### src/rtl/mux_4_rr_arbiter.sv
// Round-robin arbiter that owns the select of a shared 4-input multiplexer.
// One requester is granted at a time; MAX_HOLD bounds ownership while others wait.
module mux_4_rr_arbiter #(
    parameter int MAX_HOLD = 8
) (
    input  logic       clk,
    input  logic       reset,
    input  logic [3:0] req,
    output logic [3:0] grant,
    output logic [1:0] sel,
    output logic       busy
);

    localparam logic       ST_IDLE  = 1'b0;
    localparam logic       ST_GRANT = 1'b1;
    localparam logic [7:0] HOLD_MAX = 8'(MAX_HOLD);

    logic       state_r;
    logic [1:0] last_r;
    logic [7:0] hold_cnt_r;
    logic [3:0] grant_r;
    logic [1:0] sel_r;
    logic       busy_r;

    logic       state_s;
    logic [1:0] last_s;
    logic [7:0] hold_cnt_s;
    logic [3:0] others_s;
    logic [1:0] win_all_s;
    logic [1:0] win_oth_s;

    // First requester found searching upward from start, wrapping 3 -> 0.
    function automatic logic [1:0] rr_pick(input logic [3:0] r, input logic [1:0] start);
        logic [1:0] idx;
        logic [1:0] pick;
        pick = start;
        for (int i = 3; i >= 0; i--) begin
            idx = start + 2'(i);
            if (r[idx]) begin
                pick = idx;
            end else begin
                pick = pick;
            end
        end
        return pick;
    endfunction

    function automatic logic [3:0] one_hot(input logic [1:0] idx);
        return 4'b0001 << idx;
    endfunction

    // Winner candidates: any requester, or anyone except the current owner.
    always_comb begin
        others_s  = req & ~one_hot(last_r);
        win_all_s = rr_pick(req, last_r + 2'd1);
        win_oth_s = rr_pick(others_s, last_r + 2'd1);
    end

    // Next-state decision for ownership and hold counting.
    always_comb begin
        state_s    = state_r;
        last_s     = last_r;
        hold_cnt_s = hold_cnt_r;
        case (state_r)
            ST_IDLE: begin
                if (req != 4'b0000) begin
                    state_s    = ST_GRANT;
                    last_s     = win_all_s;
                    hold_cnt_s = 8'd1;
                end else begin
                    state_s    = ST_IDLE;
                end
            end
            ST_GRANT: begin
                if (req[last_r] && (hold_cnt_r < HOLD_MAX)) begin
                    hold_cnt_s = hold_cnt_r + 8'd1;
                end else if (others_s != 4'b0000) begin
                    // Forced rotation or early release: hand over without an idle bubble.
                    last_s     = win_oth_s;
                    hold_cnt_s = 8'd1;
                end else if (req[last_r]) begin
                    hold_cnt_s = HOLD_MAX;
                end else begin
                    state_s    = ST_IDLE;
                    hold_cnt_s = 8'd0;
                end
            end
            default: begin
                state_s    = ST_IDLE;
                hold_cnt_s = 8'd0;
            end
        endcase
    end

    // State and registered outputs; sel keeps its value while idle.
    always_ff @(posedge clk) begin
        if (reset) begin
            state_r    <= ST_IDLE;
            last_r     <= 2'b11;
            hold_cnt_r <= 8'd0;
            grant_r    <= 4'b0000;
            sel_r      <= 2'b00;
            busy_r     <= 1'b0;
        end else begin
            state_r    <= state_s;
            last_r     <= last_s;
            hold_cnt_r <= hold_cnt_s;
            if (state_s == ST_GRANT) begin
                grant_r <= one_hot(last_s);
                sel_r   <= last_s;
                busy_r  <= 1'b1;
            end else begin
                grant_r <= 4'b0000;
                sel_r   <= sel_r;
                busy_r  <= 1'b0;
            end
        end
    end

    assign grant = grant_r;
    assign sel   = sel_r;
    assign busy  = busy_r;

endmodule

### config.mk
export PLATFORM = sky130hd
export DESIGN_NAME = mux_4_rr_arbiter
export DESIGN_NICKNAME = d
export VERILOG_FILES = /design/src/rtl/mux_4_rr_arbiter.sv
export SDC_FILE = /design/constraint.sdc
export NUM_CORES = 1
export LEC_CHECK = 0
export BUFFER_PORTS_ARGS = -buffer_cell sky130_fd_sc_hd__buf_2
export CORE_MARGIN = 2
export CORE_UTILIZATION = 56
export DETAILED_ROUTE_END_ITERATION = 12
export PLACE_DENSITY = 0.74
export SETUP_SLACK_MARGIN = 0.3
export SLEW_MARGIN = 15
export SYNTH_ARGS = -nofsm -noshare
export SYNTH_HDL_FRONTEND = slang
export SYNTH_SLANG_ARGS = --single-unit
### constraint.sdc
create_clock -name clk -period 3.9 [get_ports clk]
set_clock_uncertainty 0.1 [all_clocks]
set_input_delay 0.975 -clock clk [delete_from_list [all_inputs] [get_ports clk]]
set_output_delay 0.975 -clock clk [all_outputs]
set_load 0.01 [all_outputs]
Word-level counts from Yosys, hierarchy flattened. Cells that the tools add are included.

Bits in registers: 18. Input port bits: 6.

Add/subtract/negate cells: 5. $lt $le $gt $ge: 6. Equality and inequality tests: 1. Shifts and indexed selects: 2. Muxes and demuxes: 41. Bitwise operators: 4. Reductions and logical operators: 4.

Operators with widths (number): two-way mux 2 bit (11); binary-select mux 1 bit (select 2 bit) (9); two-way mux 8 bit (2); one-hot mux 8 bit (2 select lines) (1); less-than comparator 2 x 3 -> 1 bit, second input constant (5); two-way mux 1 bit (14); adder 8 x 1 -> 8 bit, second input constant (1); less-than comparator 8 x 4 -> 1 bit, second input constant (1); two-way mux 4 bit (2); nonzero test 4 bit (2); left shift 1 x 2 -> 4 bit, first input constant (2); adder 2 x 1 -> 2 bit, second input constant (2); adder 2 bit, second input constant (2); bitwise AND 4 bit (1); inverter 4 bit (1); one-hot mux 2 bit (2 select lines) (1); != test 2 bit, second input constant (1); inverter 1 bit (2); one-hot mux 1 bit (2 select lines) (1); OR reduction 2 bit (1); logical AND 1 bit (1).

Logic depth before layout (Yosys ltp). Gate-level depths: netlist (run 1).

Depth after elaboration: 13. Mapped depth: 10. Depth with buffers taken out: 8.

Least setup slack after synthesis (run 1). Ideal clock, no wire load.

Path kind: input to register. From: in req[0]. To: reg grant_r[3] (netlist: grant[3]). Library setup time: 0.103 ns. Arrival: 2.671 ns. Data required time: 3.697 ns. Path slack: 1.025 ns. Cell stages on the path: 7. Path buffers: 1. Path through: buf_6 -> mux4_2 -> nand4_4 -> o21ai_2 -> a21o_1 -> or3_4 -> a2111oi_2.

Cells in the longest elaborated chain, start to end: 11. Elaborated cells on any way between the ends: 42.

RTL lines: from (decl) (line 8) `input logic [3:0] req,`; bitwise AND 4 bit (line 54) `others_s = req & ~one_hot(last_r);`; binary-select mux 1 bit (select 2 bit) (line 39) `if (r[idx]) begin`; two-way mux 1 bit (not written as such) (line 39); two-way mux 2 bit (4 in series) (line 39); two-way mux 2 bit (line 77) `end else if (others_s != 4'b0000) begin`; two-way mux 2 bit (line 75) `if (req[last_r] && (hold_cnt_r < HOLD_MAX)) begin`; one-hot mux 2 bit (2 select lines) (line 64) `case (state_r)`; left shift 1 x 2 -> 4 bit (line 49) `return 4'b0001 << idx;`; to (signal assigned) (line 109) `grant_r <= one_hot(last_s);`; to (decl) (line 21) `logic [3:0] grant_r;`.

Several ways; a longest one is shown, not always the timed one. The select of a mux whose other input is x is not followed. A chain may end at the register's enable or synchronous reset.

Worst setup path after layout (run 1).
From: reg last_r[1]. To: reg grant_r[3] (netlist: grant[3]).

Cells in the longest elaborated chain, start to end: 13. Elaborated cells on any way between the ends: 46.

RTL lines: from (decl) (line 19) `logic [1:0] last_r;`; from (signal assigned) (line 106) `last_r <= last_s;`; branches (longest 13 deep; another with adder 2 x 1 -> 2 bit).

Several ways; the timed one is not identified. The select of a mux whose other input is x is not followed.

==> results.md, run 1 <==
- Status: finished, final reports clean
- Avg WL per Cell: 13.8 µm
- Commonest non-fill, non-tap cells in the layout: dfxtp_1 (17), buf_2 (12), nor2_1 (9), o21ai_0 (8), a21oi_1 (7)
- Syn nets: 142
- Via count: 1014
- GPL Wtd Cong: 0.899
- Relative slew slack: 43.5%
- Hold/Removal Path Class: reg -> reg
- Minimum clock period: 2950 ps
- Placed Area: 0.00118 mm²
- RSZ-0062 raised after global routing: no
- Largest stage delay, worst path: 620 ps
- GRT Total Usage: 20.7%
- Final Net Count: 152
- Fin area: 0.00120 mm²
- FF+latch count, synth: 17
- Detailed placer's ending HPWL: 1710 µm
- Post-synth cell types: 44
- Final Util: 62.6%
- CTS max path bufs: 2
- Grt ovf: 0
- Max Slew Vio Count: 0
- Total power: 774 µW
- Ys Warns: 0
- DIE AREA: 0.00238 mm²
- Register area: 340 µm²
- PortBufs: 12
- Crit-path max FO: 18
- Crit path kind: reg -> reg
- Clk root buf: clkbuf_4
- Die Ht: 48.8 µm
- Fraction of registers with async set/reset: 0%
- Syn Inst Count: 131
- WHS: 370 ps
- Vias in the first global route: 936
- Num CTS Buffers: 3
- Pleak: 0.499 nW
- CTS clk-pin slew, worst paths: 90 ps
- Share of post-route cells with drive strength above 1: 15.7%
- Synth top area cells: dfxtp_1 (30%), ha_1 (5.6%), mux2i_1 (3.6%)
- Clock tree from TritonCTS: done
- Starting DRT DRC Count: 10
- CP max-delay cell: ha_1
- Clock latency on the worst-skew pair: 290 ps
- TNS Setup: 0 ps
- Fmax: 0.339 GHz
- Pre-Repair DR Iteration Count: 4
- Crit path launch type: register
- Number of synthesized flops with an enable pin: 0
- Post_cts resized: 0
- I/O pins: 13
- Worst hold stages: 1
- Initial Utilization: 58.4%
- Max-Cap Viols: 0
- Peak VDD IR: 0.000402 V
- WP data required: 3990 ps
- Worst-margin pin slew: 839 ps
- Global-route wire length before repair: 3910 µm
- Area occupied by multi-input gates: 713 µm²
- Post-DRT Antenna Nets: 0
- Mapped cell area: 0.00112 mm²
- Clock sinks: 17
- H-tree depth: 1
- Most common cell after layout, fill and taps aside: dfxtp_1
- Synthesized area per cell: 8.57 µm²
- Largest net degree at the start of global routing: 19
- Std cell rows: 16
- Die X: 48.8 µm
- Final Hold Fails: 0
- FILL cells: 185
- Area Growth Syn to Fin: 7.25%
- Arrival time at the worst endpoint: 3040 ps
- Power Density: 643 mW/mm²
- Ant. Diodes: 0
- WL final: 2310 µm
- Core footprint: 0.00192 mm²
- Setup Buffers After CTS: 0
- Initial antenna violation count: 0
- Top_reg_cell synth: dfxtp_1
- CP cell instances: inv_1 > ha_1 > nor3b_1 > a2111oi_0 > a21oi_1 > a21o_1 > or3_4 > a2111oi_2
- Seq/Total Area, Yosys: 30.3%
- Worst Setup End Kind: register
- Cell count of the worst reg-to-reg path: 8
- Vias per std cell: 6.07
- Tcrit/Tclk final: 75.5%
- Post-CTS Hold Buffers: 0
- Yosys top cell by area: dfxtp_1
- Top-area cell type share of the netlist area: 30.3%
- # DRC: 0
- # setup viols final: 0
## worst max-delay path: cells and delay by family, from the launching register on
| kind | cells | cell delay (ps) |
|---|---|---|
| buffers and inverters | 1 | 100 |
| and+or+nand+nor | 2 | 560 |
| adders and majority gates | 1 | 620 |
| DFF | 1 | 450 |
| AOI/OAI and AO/OA | 4 | 1030 |
## path summary, 6_finish.rpt
path,start,to,slack [ps]
max,last_r[1]$_SDFF_PP1_,grant[3]$_SDFF_PP0_,950
max reg2reg,last_r[1]$_SDFF_PP1_,grant[3]$_SDFF_PP0_,950
min,hold_cnt_r[4]$_SDFFE_PP0P_,hold_cnt_r[4]$_SDFFE_PP0P_,370
min reg2reg,hold_cnt_r[4]$_SDFFE_PP0P_,hold_cnt_r[4]$_SDFFE_PP0P_,370
## report_power, final
part,switching [mW],internal [mW]
combinational,0.253,0.188
clock,0.0533,0.0398
sequential,0.0255,0.215
total,0.332,0.443
## layer usage
| layer | wire (µm) | up-vias | GRT usage [%] |
|---|---|---|---|
| met5 | 0 | - | 0 |
| met4 | 12 | 0 | 4.76 |
| met3 | 78 | 2 | 6.17 |
| met2 | 1120 | 14 | 36.5 |
| met1 | 1090 | 484 | 24.7 |
| li1 | - | 514 | - |
## stage by stage
| stage | cells | worst slack (ps) |
|---|---|---|
| detailed placement | 163 | 859 |
| global route | 167 | 781 |
| CTS | 167 | 976 |
| finish | 167 | 954 |
| floorplan | 131 | 1030 |
| global placement | 163 | 894 |
## cell usage after synthesis, drive strengths merged (2+ instances only)
master,number
nor3b,5
o21ai,9
o211ai,4
a21oi,7
nand3b,2
inv,6
nor4,2
a2111oi,2
ha,5
a21boi,3
clkbuf,5
nor2,9
and2,2
nand2b,4
o221ai,2
dfxtp,17
nand2,5
nor3,4
nand3,2
nor2b,4
buf,3
o22ai,2
mux2i,4
a21o,2
a31oi,2
or3,5
## layout make-up
| class | instances | area share, % |
|---|---|---|
| clock buffers | 4 | 2.18 |
| multi-input cells | 100 | 59.3 |
| well taps | 27 | 2.81 |
| flip-flops and latches | 17 | 28.3 |
| repair buffers | 13 | 5.61 |
| inverters | 6 | 1.87 |
## registers in the layout (all words and copies together), names as in the netlist
| signal | count |
|---|---|
| sel | 2 |
| grant | 4 |
| state_r | 1 |
| hold_cnt_r | 8 |
| last_r | 2 |
## cell families (layout without fill, tap and decap cells)
logic type / count (synthesis) / in the layout / share of synthesized area, %
buffers and inverters: 14 / 23 / 6.13
DFF: 17 / 17 / 30.3
adders and majority gates: 5 / 5 / 5.57
muxes: 6 / 6 / 6.58
and+or+nand+nor: 48 / 48 / 26.0
AOI/OAI and AO/OA: 41 / 41 / 25.4
Note: power is estimated with default switching activity, not from simulation.
==> run 2, diff against run 1 <==
==> constraint.sdc (replaced) <==
create_clock -name clk -period 2.75 [get_ports clk]
set_clock_uncertainty 0.1 [all_clocks]
set_input_delay 0.6875 -clock clk [delete_from_list [all_inputs] [get_ports clk]]
set_output_delay 0.6875 -clock clk [all_outputs]
set_load 0.01 [all_outputs]
==> run 2 against run 1 <==
Compared with the run above: cell count grew 3.0%; via count is 2.3% higher; worst setup slack lost 570 ps; critical path depth is 1 lower; largest cell class unchanged; highest routed layer unchanged.
==> results.md, run 2 (synthesized netlist as in run 1, its figures left out) <==
- Status: finished, final reports clean
- CTS max path bufs: 2 (unchanged)
- Register area: 342 µm² (+0.37%)
- DIE AREA: 0.00238 mm² (unchanged)
- Hold/Removal Path Class: reg -> reg
- Vias in the first global route: 930 (-0.64%)
- Reg with most FFs: hold_cnt_r
- Fmax: 0.422 GHz
- Crit path kind: in -> reg
- Crit-path max FO: 11 (-7)
- GPL Wtd Cong: 0.839 (-6.6%)
- Initial antenna violation count: 0 (unchanged)
- Final Hold Fails: 0 (unchanged)
- Worst Slack Setup Final: 381 ps (-573 ps)
- Max Slew Vio Count: 0 (unchanged)
- Clk root buf: clkbuf_4
- Area Growth Syn to Fin: 13.4%
- Pre-Repair DR Iteration Count: 4 (unchanged)
- Commonest non-fill, non-tap cells in the layout: dfxtp_1 (16), buf_2 (12), nor2_1 (9), o21ai_0 (7), a21oi_1 (7)
- Starting DRT DRC Count: 19 (+9)
- Post-CTS Hold Buffers: 0 (unchanged)
- Die Ht: 48.8 µm (unchanged)
- Worst-margin pin slew: 417 ps (-422 ps)
- Die X: 48.8 µm (unchanged)
- Core footprint: 0.00192 mm² (unchanged)
- Worst slack, placed: 59.1 ps (-800 ps)
- WP data required: 2840 ps (-1150 ps)
- Power Density: 944 mW/mm² (+47%)
- GRT Total Usage: 20.8% (+0.038 points)
- Layout Cells excl Fill: 172 (+3.0%)
- # DRC: 0 (unchanged)
- WL final: 2380 µm (+3.1%)
- Crit path launch type: input port
- Ant. Diodes: 0 (unchanged)
- CTS clk-pin slew, worst paths: 90 ps (about the same)
- Num CTS Buffers: 3 (unchanged)
- Arrival time at the worst endpoint: 2450 ps (-590 ps)
- PortBufs: 12 (unchanged)
- Vias per std cell: 6.03 (-0.70%)
- Via count: 1037 (+2.3%)
- Worst Setup End Kind: register
- Clock sinks: 17 (unchanged)
- H-tree depth: 1 (unchanged)
- Max-Cap Viols: 0 (unchanged)
- Most common cell after layout, fill and taps aside: dfxtp_1
- Avg WL per Cell: 13.8 µm (+0.12%)
- Clock tree from TritonCTS: done
- Peak VDD IR: 0.000632 V (+57%)
- FILL cells: 159 (-14%)
- Largest net degree at the start of global routing: 17 (-2)
- Std cell rows: 16 (unchanged)
- Final Net Count: 157 (+3.3%)
- Crit-path leading delay family: compound AO/OA/AOI/OAI gates
- Detailed placer's ending HPWL: 1760 µm (+2.9%)
- Final Util: 66.2% (+3.6 points)
- CP max-delay cell: mux4_2
- Crit path buffers/inverters: 1 (unchanged)
- Pleak: 0.524 nW (+5.1%)
- Post-DRT Antenna Nets: 0 (unchanged)
- Clock latency on the worst-skew pair: 280 ps (about the same)
- TNS Setup: 0 ps (unchanged)
- RSZ-0062 raised after global routing: yes
- Global-route wire length before repair: 3920 µm (+0.18%)
- Largest stage delay, worst path: 540 ps (-80 ps)
- Placed insts: 167 (+2.5%)
- CP cell instances: buf_2 > mux4_2 > nand4_4 > o21ai_2 > a21o_1 > or3_4 > a2111oi_2
- Initial Utilization: 58.4% (unchanged)
- Grt ovf: 0 (unchanged)
- Relative slew slack: 72.1% (+29 points)
- # setup viols final: 0 (unchanged)
- Max reg flops: 8 (unchanged)
- WHS: 374 ps (+4.65 ps)
- Minimum clock period: 2370 ps
- Tcrit/Tclk final: 86.1%
- Area occupied by multi-input gates: 739 µm² (+3.7%)
- Share of post-route cells with drive strength above 1: 22.8% (+7.0 points)
- I/O pins: 13 (unchanged)
==> run 2: final timing paths <==
| path | cells past startpoint | from | endpoint | slack, ps |
|---|---|---|---|---|
| hold reg to reg | 1 | hold_cnt_r[4]$_SDFFE_PP0P_ | hold_cnt_r[4]$_SDFFE_PP0P_ | 370 |
| setup / recovery | 7 | req[0] | grant[3]$_SDFF_PP0_ | 380 |
| setup reg to reg | 8 | last_r[0]$_SDFF_PP1_ | grant[3]$_SDFF_PP0_ | 380 |
| hold / removal | 1 | hold_cnt_r[4]$_SDFFE_PP0P_ | hold_cnt_r[4]$_SDFFE_PP0P_ | 370 |
==> run 2: layout make-up <==
cell class	instances	share of cell area, %
sequential	17	26.8
clock buffer	4	2.06
multi-input combinational	100	58.1
tap	27	2.65
inverter	6	1.77
timing repair buffer	18	8.55
==> run 2: per-stage QoR <==
stage | area, µm² | total power [mW]
6_report | 1270 | 1.20
5_1_grt | 1270 | 1.29
4_1_cts | 1260 | 1.18
3_5_place_dp | 1210 | 1.02
3_3_place_gp | 1210 | 1.00
2_1_floorplan | 1130 | 0.852
==> run 2: timing repair <==
item / in CTS / in global routing
resized for setup: 3 / 2
setup buffers: 0 / 1
endpoints found under the setup margin: 4 / 1
pin swaps: 0 / 1
==> run 2: metal layers <==
layer	up-vias	wire length (µm)	GRT usage [%]	part of all wire [%]
li1	527	-	-	-
met2	22	1170	36.3	49
met1	486	1100	25.3	46
met5	-	0	0	0
met4	0	7	3.33	0.29
met3	2	97	6.48	4.1
==> run 2: where the power goes <==
part           total [mW]  internal [mW]  switching (mW)  leakage (nW)
clock               0.127         0.0563          0.0709        0.0150
sequential          0.339          0.307          0.0322         0.139
combinational       0.736          0.337           0.399         0.370
